--- src/rtl/load_store_unit_pkg.sv ---
// Shared encodings for the load/store unit: funct3 codes, FSM states,
// byte-lane strobe constants and the legality decode used at accept time.
package load_store_unit_pkg;

  localparam logic [2:0] F3_B  = 3'b000;
  localparam logic [2:0] F3_H  = 3'b001;
  localparam logic [2:0] F3_W  = 3'b010;
  localparam logic [2:0] F3_BU = 3'b100;
  localparam logic [2:0] F3_HU = 3'b101;

  localparam logic [3:0] STRB_B = 4'b0001;
  localparam logic [3:0] STRB_H = 4'b0011;
  localparam logic [3:0] STRB_W = 4'b1111;

  typedef enum logic [1:0] {
    ST_IDLE   = 2'd0,
    ST_REQ    = 2'd1,
    ST_WAIT_R = 2'd2,
    ST_RESP   = 2'd3
  } lsu_state_e;

  // Exactly one of read/write, a listed funct3 for that direction, natural alignment.
  function automatic logic op_legal(input logic rd, input logic wr,
                                    input logic [2:0] f3, input logic [1:0] lane);
    logic ok;
    ok = 1'b0;
    if (rd != wr) begin
      case (f3)
        F3_B:    ok = 1'b1;
        F3_H:    ok = !lane[0];
        F3_W:    ok = (lane == 2'b00);
        F3_BU:   ok = rd;
        F3_HU:   ok = rd && !lane[0];
        default: ok = 1'b0;
      endcase
    end
    return ok;
  endfunction

endpackage

--- src/rtl/load_store_unit_if.sv ---
// Memory-side bus of the load/store unit; master is the LSU, slave is memory.
interface load_store_unit_if #(
  parameter int ADDR_W = 32
);
  logic              mem_req;
  logic              mem_we;
  logic [ADDR_W-1:0] mem_addr;
  logic [31:0]       mem_wdata;
  logic [3:0]        mem_wstrb;
  logic              mem_gnt;
  logic              mem_rvalid;
  logic [31:0]       mem_rdata;

  modport master (
    output mem_req, mem_we, mem_addr, mem_wdata, mem_wstrb,
    input  mem_gnt, mem_rvalid, mem_rdata
  );

  modport slave (
    input  mem_req, mem_we, mem_addr, mem_wdata, mem_wstrb,
    output mem_gnt, mem_rvalid, mem_rdata
  );
endinterface

--- src/rtl/lsu_align.sv ---
// Byte-lane steering: store strobe/data replication and load lane extract
// with sign or zero extension.
module lsu_align
  import load_store_unit_pkg::*;
(
  input  logic [2:0]  i_funct3,
  input  logic [1:0]  i_lane,
  input  logic [31:0] i_wdata,
  input  logic [31:0] i_rdata,
  output logic [3:0]  o_wstrb,
  output logic [31:0] o_wdata,
  output logic [31:0] o_rdata_ext
);
  logic [31:0] w_shifted;

  always_comb begin
    w_shifted   = i_rdata >> {i_lane, 3'b000};
    o_wstrb     = STRB_W;
    o_wdata     = i_wdata;
    o_rdata_ext = i_rdata;
    case (i_funct3[1:0])
      2'b00: begin
        o_wstrb     = STRB_B << i_lane;
        o_wdata     = {4{i_wdata[7:0]}};
        o_rdata_ext = i_funct3[2] ? {24'b0, w_shifted[7:0]}
                                  : {{24{w_shifted[7]}}, w_shifted[7:0]};
      end
      2'b01: begin
        o_wstrb     = STRB_H << i_lane;
        o_wdata     = {2{i_wdata[15:0]}};
        o_rdata_ext = i_funct3[2] ? {16'b0, w_shifted[15:0]}
                                  : {{16{w_shifted[15]}}, w_shifted[15:0]};
      end
      default: begin
        o_wstrb     = STRB_W;
        o_wdata     = i_wdata;
        o_rdata_ext = i_rdata;
      end
    endcase
  end
endmodule

--- src/rtl/load_store_unit.sv ---
// Single-outstanding load/store unit between the execute stage and a
// word-wide memory with request/grant and read-valid handshakes.
module load_store_unit
  import load_store_unit_pkg::*;
#(
  parameter int ADDR_W = 32,
  parameter int DATA_W = 32
) (
  input  logic               clk,
  input  logic               rst_n,
  input  logic               req_valid,
  output logic               req_ready,
  input  logic               mem_read,
  input  logic               mem_write,
  input  logic [2:0]         funct3,
  input  logic [ADDR_W-1:0]  addr,
  input  logic [DATA_W-1:0]  wdata,
  load_store_unit_if.master  mem,
  output logic               done,
  output logic               err,
  output logic [DATA_W-1:0]  load_data,
  output lsu_state_e         dbg_state
);
  // Handshakes: an op transfers on the rising edge where req_valid && req_ready;
  // the memory request transfers where mem_req && mem_gnt; read data is taken
  // only on mem_rvalid while waiting for it, never in the grant cycle.
  lsu_state_e        r_state;
  logic [ADDR_W-1:0] r_addr;
  logic [DATA_W-1:0] r_wdata;
  logic [2:0]        r_f3;
  logic              r_load;
  logic              r_err;
  logic [DATA_W-1:0] r_load_data;

  logic              w_legal;
  logic              w_req;
  logic [3:0]        w_wstrb;
  logic [31:0]       w_wdata_sh;
  logic [31:0]       w_load_ext;

  assign w_legal = op_legal(mem_read, mem_write, funct3, addr[1:0]);
  assign w_req   = (r_state == ST_REQ);

  lsu_align u_align (
    .i_funct3    (r_f3),
    .i_lane      (r_addr[1:0]),
    .i_wdata     (r_wdata),
    .i_rdata     (mem.mem_rdata),
    .o_wstrb     (w_wstrb),
    .o_wdata     (w_wdata_sh),
    .o_rdata_ext (w_load_ext)
  );

  always_ff @(posedge clk or negedge rst_n) begin
    if (!rst_n) begin
      r_state     <= ST_IDLE;
      r_addr      <= '0;
      r_wdata     <= '0;
      r_f3        <= '0;
      r_load      <= 1'b0;
      r_err       <= 1'b0;
      r_load_data <= '0;
    end else begin
      case (r_state)
        ST_IDLE: begin
          if (req_valid) begin
            r_addr  <= addr;
            r_wdata <= wdata;
            r_f3    <= funct3;
            r_load  <= mem_read;
            r_err   <= !w_legal;
            r_state <= w_legal ? ST_REQ : ST_RESP;
          end
        end
        ST_REQ: begin
          if (mem.mem_gnt) r_state <= r_load ? ST_WAIT_R : ST_RESP;
        end
        ST_WAIT_R: begin
          if (mem.mem_rvalid) begin
            r_load_data <= w_load_ext;
            r_state     <= ST_RESP;
          end
        end
        ST_RESP: begin
          r_err   <= 1'b0;
          r_state <= ST_IDLE;
        end
        default: r_state <= ST_IDLE;
      endcase
    end
  end

  // Bus outputs are driven only while requesting so an idle bus reads as zero.
  assign mem.mem_req   = w_req;
  assign mem.mem_we    = w_req && !r_load;
  assign mem.mem_addr  = w_req ? {r_addr[ADDR_W-1:2], 2'b00} : '0;
  assign mem.mem_wdata = (w_req && !r_load) ? w_wdata_sh : '0;
  assign mem.mem_wstrb = (w_req && !r_load) ? w_wstrb : 4'b0000;

  assign req_ready = (r_state == ST_IDLE);
  assign done      = (r_state == ST_RESP);
  assign err       = (r_state == ST_RESP) && r_err;
  assign load_data = r_load_data;
  assign dbg_state = r_state;
endmodule

--- src/flat_wrapper.sv ---
// flat-port wrapper written by rule: the top's interface ports become plain ports
module load_store_unit_flat import load_store_unit_pkg::*;
#(
  parameter int ADDR_W = 32,
  parameter int DATA_W = 32
)
  (clk, rst_n, req_valid, req_ready, mem_read, mem_write, funct3, addr, wdata, done, err, load_data, dbg_state, mem_mem_req, mem_mem_we, mem_mem_addr, mem_mem_wdata, mem_mem_wstrb, mem_mem_gnt, mem_mem_rvalid, mem_mem_rdata);
  load_store_unit_if #(.ADDR_W(ADDR_W)) mem_i ();
  input  logic clk;
  input  logic rst_n;
  input  logic req_valid;
  output logic req_ready;
  input  logic mem_read;
  input  logic mem_write;
  input  logic [2:0] funct3;
  input  logic [ADDR_W-1:0] addr;
  input  logic [DATA_W-1:0] wdata;
  output logic done;
  output logic err;
  output logic [DATA_W-1:0] load_data;
  output lsu_state_e dbg_state;
  output wire logic [$bits(mem_i.mem_req)-1:0] mem_mem_req;
  output wire logic [$bits(mem_i.mem_we)-1:0] mem_mem_we;
  output wire logic [$bits(mem_i.mem_addr)-1:0] mem_mem_addr;
  output wire logic [$bits(mem_i.mem_wdata)-1:0] mem_mem_wdata;
  output wire logic [$bits(mem_i.mem_wstrb)-1:0] mem_mem_wstrb;
  input wire logic [$bits(mem_i.mem_gnt)-1:0] mem_mem_gnt;
  input wire logic [$bits(mem_i.mem_rvalid)-1:0] mem_mem_rvalid;
  input wire logic [$bits(mem_i.mem_rdata)-1:0] mem_mem_rdata;
  assign mem_mem_req = mem_i.mem_req;
  assign mem_mem_we = mem_i.mem_we;
  assign mem_mem_addr = mem_i.mem_addr;
  assign mem_mem_wdata = mem_i.mem_wdata;
  assign mem_mem_wstrb = mem_i.mem_wstrb;
  assign mem_i.mem_gnt = mem_mem_gnt;
  assign mem_i.mem_rvalid = mem_mem_rvalid;
  assign mem_i.mem_rdata = mem_mem_rdata;
  load_store_unit #(.ADDR_W(ADDR_W), .DATA_W(DATA_W)) u_core (.clk(clk), .rst_n(rst_n), .req_valid(req_valid), .req_ready(req_ready), .mem_read(mem_read), .mem_write(mem_write), .funct3(funct3), .addr(addr), .wdata(wdata), .mem(mem_i), .done(done), .err(err), .load_data(load_data), .dbg_state(dbg_state));
endmodule
--- config.mk ---
export PLATFORM = sky130hd
export DESIGN_NAME = load_store_unit_flat
export DESIGN_NICKNAME = d
export VERILOG_FILES = /design/src/rtl/load_store_unit_pkg.sv /design/src/rtl/load_store_unit_if.sv /design/src/rtl/lsu_align.sv /design/src/rtl/load_store_unit.sv /design/src/flat_wrapper.sv
export SDC_FILE = /design/constraint.sdc
export NUM_CORES = 1
export LEC_CHECK = 0
export ABC_AREA = 1
export BUFFER_PORTS_ARGS = -buffer_cell sky130_fd_sc_hd__buf_2
export CAP_MARGIN = 5
export CORE_MARGIN = 3
export CORE_UTILIZATION = 40
export DETAILED_ROUTE_END_ITERATION = 6
export PLACE_DENSITY = 0.73
export SLEW_MARGIN = 40
export SYNTH_ARGS = -nofsm -noshare
export SYNTH_HDL_FRONTEND = slang
export SYNTH_SLANG_ARGS = --single-unit
export TNS_END_PERCENT = 30
--- constraint.sdc ---
create_clock -name clk -period 4.52 [get_ports clk]
set_input_delay 1.356 -clock clk [delete_from_list [all_inputs] [get_ports clk]]
set_output_delay 1.356 -clock clk [all_outputs]
set_load 0.01 [all_outputs]
==> results of run 1 <==
## final cells by class
cell class	count	area, µm²	area share, %
well taps	176	220	3.15
flip-flops and latches	103	2580	36.9
repair buffers	216	1100	15.8
clock buffers	9	225	3.22
clock inverters	7	114	1.63
diodes	1	2.50	0.0358
multi-input cells	545	2420	34.7
inverters	83	315	4.51
## metrics by stage
step                      cell area (µm²)  utilization [%]  worst slack [ns]  hold slack [ns]
final                                6990             52.1             0.814            0.476
after global routing                 6990             52.1             0.592            0.501
after detailed placement             6640             49.5              1.13            0.460
after CTS                            6980             52.1             0.738            0.479
after global placement               6630             49.5              1.14            0.457
after floorplan                      5540                -              1.57            0.444
## cell families (layout without fill, tap and decap cells)
kind of cell,count (synthesis),count (layout),share of synthesized area [%]
simple gates,456,456,34.0
buf+inv,125,315,9.72
flops,103,103,46.6
compound gates,83,83,8.75
fa+ha+maj,4,4,0.905
other cells,1,3,0.0678
## cell usage after synthesis (all sizes together)
library cell,number,area (µm²)
or2,21,131
a22o,1,8.76
nor3,2,10.0
o221ai,7,61.3
a21oi,30,150
conb,1,3.75
nor2,52,210
buf,21,145
a31oi,1,6.26
clkbuf,21,78.8
nand2,331,1250
dfrtp,103,2580
o21ai,33,176
o22ai,1,6.26
ha,4,50.1
inv,83,314
o211ai,7,52.6
o31ai,2,15.0
a22oi,1,7.51
nand3,50,278
## per-layer routing
layer  global-route usage [%]  routed length [µm]  up-vias
met3                     5.22                1470       27
met2                     33.4                7470      241
met4                     7.40                 335        4
li1                         -                   -     2758
met5                        0                  21        -
met1                     28.5                7060     2509
## critical path, cell delays in order, from the launching register on
cell and delay (ns):
dfrtp_1 0.42, inv_1 0.11, ha_1 0.17, inv_1 0.07, nor2_4 0.36, inv_1 0.38, o31ai_1 0.31, buf_2 0.17
## state kept, by name, summed over array words and instances, names as in the netlist
register,count
u_core.r_f3,3
u_core.dbg_state,2
u_core.r_wdata,32
u_core.r_load,1
u_core.r_err,1
u_core.load_data,32
u_core.r_addr,32
## how the worst max path moves through the flow
stage | cells past startpoint | start | endpoint
global route | 7 | u_core.dbg_state[1]$_DFFE_PN0P_ | mem_mem_wstrb[3]
global placement | 6 | u_core.r_f3[1]$_DFFE_PN0P_ | mem_mem_wstrb[0]
CTS | 7 | u_core.dbg_state[1]$_DFFE_PN0P_ | mem_mem_wstrb[1]
finish | 7 | u_core.dbg_state[1]$_DFFE_PN0P_ | mem_mem_wstrb[3]
floorplan | 7 | u_core.dbg_state[1]$_DFFE_PN0P_ | mem_mem_wstrb[2]
detailed placement | 7 | u_core.dbg_state[1]$_DFFE_PN0P_ | mem_mem_wstrb[3]
## power by group
group	switching [mW]	leakage [nW]	total [mW]	internal [mW]
Clock	0.381	0.165	0.881	0.500
Combinational	1.39	2.79	2.20	0.807
Sequential	0.309	1.26	1.67	1.36
==> impl_metrics.yaml, run 1 <==
setup_path:
  arrival_ns: 2.35
  cp.required_ns: 3.16
  cp-end-kind: "output pin"
  r2r_end: "u_core.r_wdata[5]$_DFFE_PN0P_"
  worst_setup_path_start_kind: "flop"
  r2r_start: "u_core.dbg_state[0]$_DFFE_PN0P_"
  worstPathMaxFanout: 19
  rrSetupSlack_ns: 2.32
  crit_type: "reg -> out"
  reg2reg_depth: 6
routing:
  drt_iter0_drc: 454
  routed_wl_mm: 16.4
  via_per_inst: 4.86
  wl_per_cell_um: 14.4
  first_pass_iters: 5
  drc_errors: 0
  num_vias: 5539
  drtAntennaViolNets: 0
global_route:
  grt_pass1_vias: 5043
  grt_max_degree: 86
  grt_pass1_wl_mm: 25.2
  antenna_found_initial: 3
  grtUsageTotal_pct: 21.2
  grt-ovfl-total: 0
die:
  dieHeight_um: 124
  initial_utilization_pct: 41.3
  core_mm2: 0.0134
  rows: 42
  dieArea_mm2: 0.0153
  ios: 213
  die_w_um: 124
cells_and_area:
  area_delta_synth_final_pct: 26.3
  final_cell_mix: "nand2_1 (327), buf_2 (209), dfrtp_1 (101)"
  stdcell_count: 1140
  nets: 1068
  final_common_cell: "nand2_1"
  layout-drive-gt1-share_pct: 28.2
  fillers: 1361
hold_path:
  holdCritStartpoint: "u_core.load_data[5]$_DFFE_PN0P_"
  hold_path.class: "reg -> reg"
  hold_path_depth: 2
  holdPathEnd: "u_core.load_data[5]$_DFFE_PN0P_"
yosys:
  syn_area_per_cell_um2: 7.17
  yosysSeqAreaShare_pct: 46.6
  syn_inst: 772
  ys_ff_latch: 103
  yosysUniqueCellTypes: 31
  yosys_warnings: 0
  synth_area_mm2: 0.00553
timing:
  period_share_pct: 82.0
  final_max_slew_viol_count: 0
  period_minus_slack_ns: 3.71
  fin_tns_setup_ns: 0
  setup_viol: 0
  finalHoldViolations: 0
  rsz0062_at_grt: "false"
  max_slew_margin_pct: 54.0
  fmax_ghz: 0.270
  skew_ns: 0.00855
  tightest_slew_ns: 0.691
placement:
  place_hpwl_mm: 11.6
  io_buffers: 210
  gp_congestion: 0.847
  dp_cells: 1123
clock_network:
  post_cts_buffers: 0
  clock_path_buffers: 2
  cts_tree: "yes"
  clkTransAtPathRegs_ns: 0.07
  cts_num_sinks: 103
  clock_latency_ns: 0.35
  cts_resized: 0
  cts_root_buffer: "clkbuf_16"
  cts-buffers-inserted: 9
  cts-htree-levels: 3
  ctsHoldBuffers: 0
flow_run:
  drv_cap: 0
pwr:
  power_density_mw_per_mm2: 680
  p_leak_nw: 4.22
  p_total_mw: 4.75
  ir_drop_v: 0.000268
status:
  outcome: "completed"
(Power assumes the default switching activity.)
==> run 2, diff against run 1 <==
Settings changed: PLACE_DENSITY 0.73 to 0.76.
Clock period 4.52 ns to 3 ns, I/O delays scaled along.
==> run 2 against run 1 <==
Sequential share of layout area fell by 0.52 points. Register-to-register slack got worse by 1.4 ns. Worst setup slack got worse by 0.68 ns. Critical endpoint is now mem_mem_wdata[22]. Largest cell class unchanged. Largest power group unchanged. Highest routed layer unchanged.
==> impl_metrics.yaml, run 2 (synthesis gave the netlist of run 1 again) <==
setup_path:
  cp_cell_sequence: "inv_2 -> ha_1 -> inv_1 -> nor2_4 -> buf_4 -> buf_4 -> o21ai_0 -> a21oi_1 -> buf_2"
  critical-path-top-delay-family: "buffers and inverters"
  crit_top_cell: "buf_4"
  worstPathMaxFanout: 6
  cp-end-kind: "output pin"
  critPathMaxStageDelay_ns: 0.43
  cp_slowest_cell: "dfrtp_1"
  crit_type: "reg -> out"
  worst_setup_path_start_kind: "flop"
  critical_path_buf_inv_count: 5
  arrival_ns: 1.96
  cp.required_ns: 2.10
timing:
  fmax_ghz: 0.349
  finalHoldViolations: 0
  rsz0062_at_grt: "false"
  final_max_slew_viol_count: 0
  period_share_pct: 95.4
  setup_viol: 0
  fin_tns_setup_ns: 0
  skew_ns: 0.00426
  period_minus_slack_ns: 2.86
hold_path:
  hold_path.class: "reg -> reg"
routing:
  routed_wl_mm: 16.7
  drtAntennaViolNets: 0
  first_pass_iters: 5
  wl_per_cell_um: 14.5
  drt_iter0_drc: 433
  num_vias: 5587
  via_per_inst: 4.85
  drc_errors: 0
pwr:
  ir_drop_v: 0.000491
  p_leak_nw: 4.28
  power_density_mw_per_mm2: 1020
status:
  outcome: "completed"
cells_and_area:
  antennaDiodeCount: 0
  stdcell_count: 1152
  seq_area_mm2: 0.00258
  multi_input_area_mm2: 0.00242
  final_common_cell: "nand2_1"
  nets: 1081
  final_cell_mix: "nand2_1 (327), buf_2 (209), dfrtp_1 (103)"
  layout-drive-gt1-share_pct: 29.1
  fillers: 1356
  area_delta_synth_final_pct: 27.9
die:
  core_mm2: 0.0134
  dieHeight_um: 124
  dieArea_mm2: 0.0153
  ios: 213
  rows: 42
  die_w_um: 124
  initial_utilization_pct: 41.3
clock_network:
  cts-buffers-inserted: 9
  clkTransAtPathRegs_ns: 0.07
  cts_root_buffer: "clkbuf_16"
  cts-htree-levels: 3
  clock_path_buffers: 2
  clock_latency_ns: 0.35
  cts_tree: "yes"
  cts_num_sinks: 103
global_route:
  grtUsageTotal_pct: 21.9
  antenna_found_initial: 2
  grt_pass1_wl_mm: 25.9
  grt_pass1_vias: 5210
  grt-ovfl-total: 0
  grt_max_degree: 69
flow_run:
  drv_cap: 0
placement:
  dp_cells: 1130
  gp_congestion: 0.852
  place_hpwl_mm: 12.3
  io_buffers: 210
==> run 2: routing by layer <==
layer / vias to the layer above / part of all wire [%] / track usage (%)
li1: 2773 / - / -
met1: 2536 / 42 / 27.8
met2: 242 / 46 / 35.5
met3: 32 / 8.7 / 5.77
met4: 4 / 2.5 / 9.07
met5: - / 0.19 / 0
==> run 2: worst paths after layout <==
kind                                                 start                               end  slack, ns  cells after the start
min                        u_core.load_data[3]$_DFFE_PN0P_   u_core.load_data[3]$_DFFE_PN0P_       0.48                      2
min reg2reg                u_core.load_data[3]$_DFFE_PN0P_   u_core.load_data[3]$_DFFE_PN0P_       0.48                      2
max reg2reg                   u_core.r_addr[0]$_DFFE_PN0P_  u_core.load_data[13]$_DFFE_PN0P_       0.94                      9
max                        u_core.dbg_state[1]$_DFFE_PN0P_                 mem_mem_wdata[22]       0.14                      9
max in group asynchronous                            rst_n  u_core.load_data[31]$_DFFE_PN0P_       1.78                      2
min in group asynchronous                            rst_n   u_core.load_data[0]$_DFFE_PN0P_       0.49                      1
==> run 2: metrics by stage <==
step | utilization [%] | power (mW) | hold slack [ns] | instance area (µm²) | setup WS, ns
2_1_floorplan | - | 4.76 | 0.444 | 5540 | 0.511
3_3_place_gp | 50.1 | 5.88 | 0.460 | 6710 | 0.343
3_5_place_dp | 50.1 | 5.96 | 0.460 | 6710 | 0.240
4_1_cts | 52.8 | 7.26 | 0.479 | 7070 | 0.0811
5_1_grt | 52.8 | 7.83 | 0.498 | 7080 | 0.0166
6_report | 52.8 | 7.21 | 0.475 | 7080 | 0.138
==> run 2: layout make-up <==
class / instances / share of cell area [%]
Inverter: 83 / 4.49
Clock buffer: 10 / 3.38
Tap cell: 176 / 3.11
Multi-Input combinational cell: 545 / 34.2
Sequential cell: 103 / 36.4
Timing Repair Buffer: 229 / 17.4
Clock inverter: 6 / 0.937
==> run 2: report_power, final <==
group	leakage (nW)	switching (mW)	total (mW)	internal (mW)
clock network	0.153	0.551	1.23	0.675
registers	1.26	0.398	2.45	2.05
logic	2.86	2.22	3.54	1.32
==> run 2: what timing repair did <==
item / CTS / global route
pin swaps: 1 / 1
endpoints found under the setup margin: 4 / 6
hold buffers: 0 / 0
resized for setup: 1 / 1
setup buffers: 5 / 1
==> run 2: worst min-delay path: stages (launching register included) <==
cell and delay [ns]:
dfrtp_1 0.34, nand2_1 0.05, nand2_1 0.05
==> run 3, diff against run 2 <==
Settings changed: CTS_BUF_LIST from default to sky130_fd_sc_hd__clkbuf_4.
==> run 3 against run 2 <==
Via count grew 0.98%. Global-route usage grew 0.12 points. Worst hold slack lost 0.14 ns. Combinational power grew 3%. Maximum frequency shrank 2.8%. Cell count grew 0.26%. Register-to-register slack is essentially flat. Utilization shrank 0.58 points.
==> impl_metrics.yaml, run 3 (synthesis gave the netlist of run 1 again) <==
flow_run:
  drv_cap: 0
routing:
  drt_iter0_drc: 417
  wl_per_cell_um: 14.7
  first_pass_iters: 5
  via_per_inst: 4.88
  drtAntennaViolNets: 0
  num_vias: 5642
  drc_errors: 0
  routed_wl_mm: 16.9
setup_path:
  startpoint: "u_core.dbg_state[1]$_DFFE_PN0P_"
  arrival_ns: 2.04
  cp-end-kind: "output pin"
  worst_setup_path_start_kind: "flop"
  cp.required_ns: 2.10
  reg2reg_depth: 9
  worstPathMaxFanout: 6
  crit_type: "reg -> out"
  r2r_start: "u_core.r_addr[0]$_DFFE_PN0P_"
cells_and_area:
  fin_util_pct: 52.2
  final_area_mm2: 0.00700
  nets: 1083
  area_delta_synth_final_pct: 26.5
  final_cell_mix: "nand2_1 (327), buf_2 (209), dfrtp_1 (102)"
  final_common_cell: "nand2_1"
  stdcell_count: 1155
  layout-drive-gt1-share_pct: 30.4
  fillers: 1375
clock_network:
  clock_latency_ns: 0.49
  cts_root_buffer: "clkbuf_4"
  cts-buffers-inserted: 9
  cts-htree-levels: 3
  cts_num_sinks: 103
  clkTransAtPathRegs_ns: 0.16
  ctsHoldBuffers: 0
  clock_path_buffers: 2
  cts_tree: "yes"
pwr:
  p_switching_mw: 3.17
  ir_drop_v: 0.000422
  p_total_mw: 6.84
  pwr-share-comb_pct: 53.2
  power_switching_share_pct: 46.3
  power_density_mw_per_mm2: 977
  internal_power_mw: 3.67
  clockPowerShare_pct: 11.0
  seqPwrFrac_pct: 35.8
  p_leak_nw: 4.23
timing:
  period_share_pct: 98.1
  skew_ns: 0.0118
  finalHoldViolations: 0
  fin_tns_setup_ns: 0
  holdWs_ns: 0.337
  fin_ws_ns: 0.0565
  final_max_slew_viol_count: 0
  fmax_ghz: 0.340
  setup_viol: 0
  period_minus_slack_ns: 2.94
placement:
  gp_congestion: 0.852
  io_buffers: 210
  place_area_mm2: 0.00671
  place_hpwl_mm: 12.3
  dp_slack_ns: 0.240
  dp_cells: 1130
global_route:
  antenna_found_initial: 3
  grt_pass1_vias: 5225
  grtUsageTotal_pct: 22.0
  grt_max_degree: 69
  grt_pass1_wl_mm: 26.0
  grt-ovfl-total: 0
die:
  core_mm2: 0.0134
  ios: 213
  dieArea_mm2: 0.0153
  die_w_um: 124
  initial_utilization_pct: 41.3
  dieHeight_um: 124
  rows: 42
status:
  outcome: "completed"
hold_path:
  hold_path.class: "in -> async"
## run 3: critical path, cell delays in order (launching register included)
cell	delay [ns]
dfrtp_1	0.43
inv_2	0.08
ha_4	0.13
inv_2	0.04
nor2_4	0.18
buf_6	0.15
buf_6	0.11
o21ai_0	0.10
a21oi_1	0.16
buf_2	0.16
## run 3: power by group through the flow
stage	clock (mW)	sequential [mW]	combinational [mW]
after floorplan	0	2.48	2.28
after global placement	0	2.45	3.43
after detailed placement	0	2.45	3.50
after CTS	0.779	2.44	3.61
after global routing	0.819	2.52	4.12
final	0.752	2.45	3.63
## run 3: area by class of cell
type,instances,area (µm²),area share (%)
clock buffers,9,67.6,0.965
well taps,176,220,3.15
diodes,1,2.50,0.0357
clock inverters,7,70.1,1.00
inverters,83,320,4.58
repair buffers,231,1270,18.1
multi-input cells,545,2470,35.3
flip-flops and latches,103,2580,36.8
## run 3: worst paths after layout
path / endpoint / slack (ns)
min in group clk: u_core.load_data[3]$_DFFE_PN0P_ / 0.49
max: mem_mem_wdata[18] / 0.06
min reg2reg: u_core.load_data[3]$_DFFE_PN0P_ / 0.49
max in group asynchronous: u_core.load_data[13]$_DFFE_PN0P_ / 1.93
min: u_core.load_data[10]$_DFFE_PN0P_ / 0.34
max reg2reg: u_core.load_data[13]$_DFFE_PN0P_ / 0.93
## run 3: layer usage
| metal | GRT usage [%] | vias up | part of all wire [%] |
|---|---|---|---|
| met4 | 9.83 | 4 | 3.1 |
| li1 | - | 2777 | - |
| met3 | 5.54 | 37 | 8.5 |
| met1 | 27.7 | 2586 | 42 |
| met2 | 35.8 | 238 | 47 |
| met5 | 0 | - | 0.19 |
## run 3: repair_timing
item	4_1_cts	5_1_grt
pin swaps	3	1
gates cloned	0	0
buffers inserted	6	2
setup endpoints to repair	33	24
gates resized for setup	9	14
